--- config.mk ---
export PLATFORM = sky130hd
export DESIGN_NAME = fp_param_bank
export DESIGN_NICKNAME = d
export VERILOG_FILES = /design/src/rtl/fp_param_bank.sv
export SDC_FILE = /design/constraint.sdc
export NUM_CORES = 2
export LEC_CHECK = 0
export CAP_MARGIN = 20
export CORE_MARGIN = 2
export CORE_UTILIZATION = 60
export CTS_CLUSTER_DIAMETER = 30
export DETAILED_ROUTE_END_ITERATION = 12
export PLACE_DENSITY = 0.76
export SYNTH_ARGS = -nofsm -noshare
export SYNTH_HDL_FRONTEND = slang
export SYNTH_SLANG_ARGS = --single-unit
export TNS_END_PERCENT = 20
--- constraint.sdc ---
create_clock -name clk50_in -period 7.5 [get_ports clk50_in]
set_input_delay 1.875 -clock clk50_in [delete_from_list [all_inputs] [get_ports clk50_in]]
set_output_delay 1.875 -clock clk50_in [all_outputs]
set_load 0.02 [all_outputs]
--- src/rtl/fp_param_bank.sv ---
// Channel-addressed parameter shadow bank: host words land in a shadow store and a commit streams
// every dirty (channel, parameter) entry downstream. Optional readback port: FP_PARAM_READBACK_EN.
module fp_param_bank #(
  parameter int unsigned N_CHAN  = 8,
  parameter int unsigned N_PARAM = 8,
  parameter int unsigned W_DATA  = 48,
  parameter int unsigned W_WORD  = 16,
  parameter int unsigned W_CIDX  = 3,
  parameter int unsigned W_PIDX  = 3
) (
  input  logic              clk50_in,
  input  logic              reset_in,
  input  logic              wr_en_in,
  input  logic [W_CIDX-1:0] wr_chan_in,
  input  logic [W_PIDX-1:0] wr_param_in,
  input  logic [1:0]        wr_word_in,
  input  logic [W_WORD-1:0] wr_data_in,
  input  logic              commit_in,
  output logic              upd_valid_out,
  input  logic              upd_ready_in,
  output logic [W_CIDX-1:0] upd_chan_out,
  output logic [W_PIDX-1:0] upd_param_out,
  output logic [W_DATA-1:0] upd_data_out,
  output logic              busy_out,
  output logic              done_out,
`ifdef FP_PARAM_READBACK_EN
  input  logic [W_CIDX-1:0] rd_chan_in,
  input  logic [W_PIDX-1:0] rd_param_in,
  input  logic [1:0]        rd_word_in,
  output logic [W_WORD-1:0] rd_data_out,
`endif
  output logic              wr_err_out
);

  localparam int unsigned N_WORDS = W_DATA / W_WORD;
  localparam int unsigned N_ENT   = N_CHAN * N_PARAM;
  localparam int unsigned W_IDX   = W_CIDX + W_PIDX;

  typedef enum logic [1:0] {StIdle, StScan, StEmit, StDone} state_t;

  state_t              r_state;
  logic [W_DATA-1:0]   r_shadow [N_ENT];
  logic [N_ENT-1:0]    r_dirty;
  logic [W_IDX-1:0]    r_idx;
  logic                r_pending;
  logic                r_valid;
  logic [W_CIDX-1:0]   r_chan;
  logic [W_PIDX-1:0]   r_param;
  logic [W_DATA-1:0]   r_data;
  logic                r_busy;
  logic                r_done;
  logic                r_wr_err;

  logic                w_wr_ok;
  logic [W_IDX-1:0]    w_wr_idx;
  logic                w_last;

  assign w_wr_ok  = wr_en_in && (32'(wr_word_in) < N_WORDS);
  assign w_wr_idx = {wr_chan_in, wr_param_in};
  assign w_last   = (r_idx == W_IDX'(N_ENT - 1));

  always_ff @(posedge clk50_in) begin
    if (reset_in) begin
      for (int e = 0; e < int'(N_ENT); e++) r_shadow[e] <= '0;
    end else if (w_wr_ok) begin
      for (int w = 0; w < int'(N_WORDS); w++) begin
        if (32'(wr_word_in) == 32'(w)) r_shadow[w_wr_idx][w*W_WORD +: W_WORD] <= wr_data_in;
      end
    end
  end

  always_ff @(posedge clk50_in) begin
    if (reset_in) begin
      r_wr_err <= 1'b0;
    end else if (wr_en_in && !w_wr_ok) begin
      r_wr_err <= 1'b1;
    end
  end

  always_ff @(posedge clk50_in) begin
    if (reset_in) begin
      r_state   <= StIdle;
      r_dirty   <= '0;
      r_idx     <= '0;
      r_pending <= 1'b0;
      r_valid   <= 1'b0;
      r_chan    <= '0;
      r_param   <= '0;
      r_data    <= '0;
      r_busy    <= 1'b0;
      r_done    <= 1'b0;
    end else begin
      case (r_state)
        StIdle: begin
          if (commit_in) begin
            r_state <= StScan;
            r_idx   <= '0;
            r_busy  <= 1'b1;
          end
        end
        StScan: begin
          if (r_dirty[r_idx]) begin
            // Snapshot is taken here; a write on this edge updates the store, not the output.
            r_chan         <= r_idx[W_IDX-1:W_PIDX];
            r_param        <= r_idx[W_PIDX-1:0];
            r_data         <= r_shadow[r_idx];
            r_dirty[r_idx] <= 1'b0;
            r_valid        <= 1'b1;
            r_state        <= StEmit;
          end else if (w_last) begin
            r_done  <= 1'b1;
            r_state <= StDone;
          end else begin
            r_idx <= r_idx + 1'b1;
          end
        end
        StEmit: begin
          if (upd_ready_in) begin
            r_valid <= 1'b0;
            if (w_last) begin
              r_done  <= 1'b1;
              r_state <= StDone;
            end else begin
              r_idx   <= r_idx + 1'b1;
              r_state <= StScan;
            end
          end
        end
        StDone: begin
          r_done <= 1'b0;
          // A commit arriving in this very cycle is folded into the pending rescan.
          if (r_pending || commit_in) begin
            r_pending <= 1'b0;
            r_idx     <= '0;
            r_state   <= StScan;
          end else begin
            r_busy  <= 1'b0;
            r_state <= StIdle;
          end
        end
        default: r_state <= StIdle;
      endcase

      if (commit_in && (r_state == StScan || r_state == StEmit)) r_pending <= 1'b1;
      // Placed after the scan clear so a same-edge write keeps the entry dirty.
      if (w_wr_ok) r_dirty[w_wr_idx] <= 1'b1;
    end
  end

`ifdef FP_PARAM_READBACK_EN
  logic [W_WORD-1:0] r_rd_data;

  always_ff @(posedge clk50_in) begin
    if (reset_in) begin
      r_rd_data <= '0;
    end else begin
      r_rd_data <= '0;
      for (int w = 0; w < int'(N_WORDS); w++) begin
        if (32'(rd_word_in) == 32'(w)) begin
          r_rd_data <= r_shadow[{rd_chan_in, rd_param_in}][w*W_WORD +: W_WORD];
        end
      end
    end
  end

  assign rd_data_out = r_rd_data;
`endif

  assign upd_valid_out = r_valid;
  assign upd_chan_out  = r_chan;
  assign upd_param_out = r_param;
  assign upd_data_out  = r_data;
  assign busy_out      = r_busy;
  assign done_out      = r_done;
  assign wr_err_out    = r_wr_err;

endmodule

* Word-level counts from Yosys, hierarchy flattened *
Memories as Yosys holds them, arrays and structs flattened. A register that Yosys moved wholly into a read port is not among the register bits.
Index checks and enable logic that the tools add are counted.

operators by class
  $add $sub $neg = 1
  order comparisons = 5
  equal/unequal tests = 13
  muxes and demuxes = 53
  bitwise gates (word level) = 3
  reductions and logical operators = 23

operator list
  operator             number
  $mux 64              4
  $and 64x64->64       1
  $not 64->64          1
  $or 64x64->64        1
  $mux 48              1
  $reduce_or 48->1     1
  $mux 6               6
  $mux 1               28
  $pmux 6 s4           1
  $lt 6x7->1 const B   2
  $demux 1 s6          2
  $ge 6x1->1 const B   2
  $ne 2x2->1 const B   6
  $reduce_and 3->1     4
  $mux 2               5
  $pmux 2 s4           1
  $reduce_bool 2->1    4
  $add 6x1->6 const B  1
  $bmux 1 s6           1
  $eq 2x2->1 const B   3
  $eq 6x6->1 const B   1
  $logic_and 1x1->1    5
  $eq 2x1->1 const B   2
  $logic_not 2->1      2
  10 further kinds     13

storage, ports and cells
  bits in registers = 83
  memory bits (writable) = 3072
  output and inout port bits = 58
  logic and storage cells = 109
  memories kept = 1

memories
  memory    depth  bits a word  rd ports  clocked after memory_dff  write ports  line  source
  r_shadow  64     48           1         1                         64           42    logic [W_DATA-1:0] r_shadow [N_ENT];

* Depth between registers and ports, before layout *
  depth after elaboration = 11
  mapped depth = 13
  mapped depth without buffers = 8

* Worst setup path before layout *
OpenSTA, ideal clock, no wires.

  kind = input-to-reg
  from = in wr_chan_in[0]
  to = mem r_shadow[12][0] (enable)
  setup time = 411 ps
  arrival time = 4095 ps
  slack = 2993 ps
  stages = 4
  buffers on the path = 1
  cells stage by stage = clkbuf_1 -> nor3b_1 -> nand2_1 -> o21ai_0

RTL lines
  element      line  source
  from (decl)  14    input logic [W_CIDX-1:0] wr_chan_in,
  to (decl)    42

* Worst setup path in the final report *
  from = reg r_idx[0]
  to = reg r_data[3], in the netlist upd_data_out[3], read port of r_shadow

between the ends
  word-level cells in the longest chain between the ends = 3

RTL lines
  element                            line  source
  from (decl)                        44    logic [W_IDX-1:0] r_idx;
  from (signal assigned)             114   r_idx <= r_idx + 1'b1;
  from (signal assigned)             124   r_idx <= r_idx + 1'b1;
  $bmux 1 s6                         102   if (r_dirty[r_idx]) begin
  $mux 1 (not written as such)       102
  $reduce_and 2->1 (no source line)  n/a
  to (decl)                          49    logic [W_DATA-1:0] r_data;

Parallel ways exist; a longest one is shown, timed or not. The select of a mux whose other input is x is not followed.
A chain may end at the register's enable or synchronous reset.

==> results.sh <==
export IMPL_ys_warn_count=0
export IMPL_nets=10200
export IMPL_gp_congestion=0.901
export IMPL_drc=0
export IMPL_dr_total_vias=95500
export IMPL_dieArea_um2=235000
export IMPL_whs_endpoint="upd_chan_out[1]$_SDFFE_PP0P_"
export IMPL_path_clk_slew_ns=0.05
export IMPL_rr_endpoint="upd_data_out[3]$_SDFFE_PP0P_"
export IMPL_place_hpwl_mm=258
export IMPL_first_pass_iters=8
export IMPL_drive_gt1_share_pct=13.9
export IMPL_power_density_nw_per_um2=312
export IMPL_hold_depth=2
export IMPL_holdWs_ns=0.454
export IMPL_grt_max_degree=161
export IMPL_cts_setup_buffers=0
export IMPL_initial_core_util_pct=60.3
export IMPL_cts_resized_gates=0
export IMPL_required_ns=8.39
export IMPL_synth_area_um2=139000
export IMPL_die_width_um=485
export IMPL_drv_cap=0
export IMPL_startpoint_type="register"
export IMPL_worst_slew_pin_slew_ns=1.37
export IMPL_cp_max_fo=45
export IMPL_io_pins=87
export IMPL_power_frac_comb_pct=7.8
export IMPL_vias_per_cell=7.00
export IMPL_syn_to_final_growth_pct=17.0
export IMPL_synth_edf_count=3072
export IMPL_ant_nets=0
export IMPL_min_from="upd_chan_out[1]$_SDFFE_PP0P_"
export IMPL_cts_buffers=577
export IMPL_wl_per_cell_um=33.4
export IMPL_insertion_delay_ns=0.98
export IMPL_leakagePower_nw=55.0
export IMPL_grt_antenna_before_repair=30
export IMPL_cts_hold_buf=0
export IMPL_worstPathArrival_ns=6.00
export IMPL_drt_total_wl_mm=456
export IMPL_period_needed_ns=5.11
export IMPL_ys_seq_area_share_pct=68.3
export IMPL_cp_end_kind="register"
export IMPL_row_count=176
export IMPL_synth_top_cell_area_share_pct=66.4
export IMPL_internal_power_mw=38.4
export IMPL_cts_sinks=3203
export IMPL_grt_pass1_wl_mm=651
export IMPL_rr_startpoint="r_idx[0]$_SDFFE_PP0P_"
export IMPL_syn_inst=10200
export IMPL_rsz0062_at_grt="false"
export IMPL_htree_levels=6
export IMPL_ys_async_sr_fraction_pct=0
export IMPL_power_switching_mw=12.3
export IMPL_ir_drop_v=0.000257
export IMPL_cts_tree="done"
export IMPL_avgSynthCellArea_um2=13.6
export IMPL_relSlewSlack_pct=8.51
export IMPL_skew_ns=0.0504
export IMPL_outcome="finished, final reports clean"
export IMPL_drtIter0Drc=17400
export IMPL_p_sw_share_pct=24.2
export IMPL_ff2ff_setup_slack_ns=2.39
export IMPL_synth_common_cells="and2_1, edfxtp_1, a22oi_1"
export IMPL_die_h_um=485
export IMPL_io_buffers=86
export IMPL_final_setup_viol_count=0
export IMPL_ys_top_cells_by_area="edfxtp_1, and2_1, a22oi_1"
export IMPL_period_share_pct=68.2
export IMPL_synth_main_ff_cell="edfxtp_1"
export IMPL_overflow=0
export IMPL_synth_seq_cells=3203
export IMPL_slew_violations=0
export IMPL_cts_buffer_depth=4
export IMPL_fmax_mhz=196
export IMPL_rr_worst_depth=9
export IMPL_p_seq_share_pct=41.0
export IMPL_clockRootBuffer="clkbuf_16"
export IMPL_crit_type="reg -> reg"
export IMPL_yosys_area_top_type="edfxtp_1"
export IMPL_hold_path_class="reg -> reg"
export IMPL_track_usage_pct=38.1
export IMPL_synth_nets=10300
export IMPL_finalSetupTns_ns=0
export IMPL_grt_pass1_vias=92200
export IMPL_core_area_um2=230000
export IMPL_synth_distinct_cells=69
export IMPL_hold_viol=0
export IMPL_clkPwrFrac_pct=51.2
-- critical path, stage by stage, from the launching register on --
cell and delay (ns):
dfxtp_1 0.92, clkinv_1 0.68, nor3_4 0.60, buf_4 0.42
buf_4 0.65, a22o_1 0.25, a221oi_1 0.05, a31oi_1 0.94
nor4_1 0.13, a311oi_1 0.29
-- cell usage in the layout (no fill, tap or decap), drive strengths merged, types with 191 or more instances in the layout --
cell and n:
and2 3072, edfxtp 3072, a22oi 1161, clkbuf 676, buf 329, o21ai 263
nor2 260, a221oi 199, a41oi 194, a31oi 193, a22o 191
-- cells by family after synthesis --
group / synth area share [%]
adder cells (fa/ha/maj): 0.0541
multiplexers: 0.178
flip-flops: 68.3
AO/OA/AOI/OAI: 12.7
AND/OR/NAND/NOR: 15.6
buffers and inverters: 3.16
-- power groups by stage --
stage / logic, mW / clock network (mW) / registers, mW
6_report: 3.95 / 25.9 / 20.8
4_1_cts: 3.78 / 25.8 / 20.8
5_1_grt: 4.03 / 26.7 / 20.9
3_5_place_dp: 3.75 / 0 / 21.1
2_1_floorplan: 2.23 / 0 / 21.0
3_3_place_gp: 3.68 / 0 / 21.1
-- per-layer routing --
metal,up-vias,global-route usage (%),share of wire (%)
met5,-,0,0.016
met1,47100,50.1,34
met2,8411,56.9,45
li1,38600,-,-
met3,1384,11.6,15
met4,10,21.2,6.2
-- through the flow --
step / std cells / instance area, µm² / total power [mW] / worst slack (ns) / util [%]
2_1_floorplan: 10200 / 139000 / 23.2 / 2.99 / -
3_3_place_gp: 12500 / 142000 / 24.8 / 1.54 / 61.7
3_5_place_dp: 12500 / 142000 / 24.9 / 1.64 / 61.9
4_1_cts: 13600 / 162000 / 50.4 / 2.58 / 70.3
5_1_grt: 13600 / 162000 / 51.6 / 2.35 / 70.6
6_report: 13600 / 162000 / 50.7 / 2.39 / 70.6
-- cell type report --
class | count | area (µm²)
Inverter | 12 | 52.6
Antenna cell | 11 | 27.5
Tap cell | 3026 | 3790
Clock inverter | 356 | 3940
Timing Repair Buffer | 399 | 4070
Clock buffer | 675 | 15300
Fill cell | 14200 | 67700
Multi-Input combinational cell | 5961 | 40400
Sequential cell | 3203 | 94900
-- worst max path at each step --
stage / cells past startpoint / from / end
final: 9 / r_idx[0]$_SDFFE_PP0P_ / upd_data_out[3]$_SDFFE_PP0P_
after detailed placement: 4 / wr_param_in[1] / r_shadow[24][21]$_SDFFCE_PN0P_
after global placement: 6 / wr_chan_in[2] / r_shadow[4][28]$_SDFFCE_PN0P_
after CTS: 4 / wr_param_in[1] / r_shadow[24][28]$_SDFFCE_PN0P_
after global routing: 5 / wr_chan_in[0] / r_shadow[12][32]$_SDFFCE_PN0P_
after floorplan: 4 / wr_chan_in[0] / r_shadow[12][0]$_SDFFCE_PN0P_
-- state kept, by name (all words and copies together), names as in the netlist --
register,count
upd_data_out,48
done_out,1
r_idx,6
busy_out,1
upd_chan_out,3
r_dirty,64
r_state,2
upd_valid_out,1
r_shadow,3072
r_pending,1
wr_err_out,1
upd_param_out,3
No activity file was read; power rests on OpenSTA's default activity.
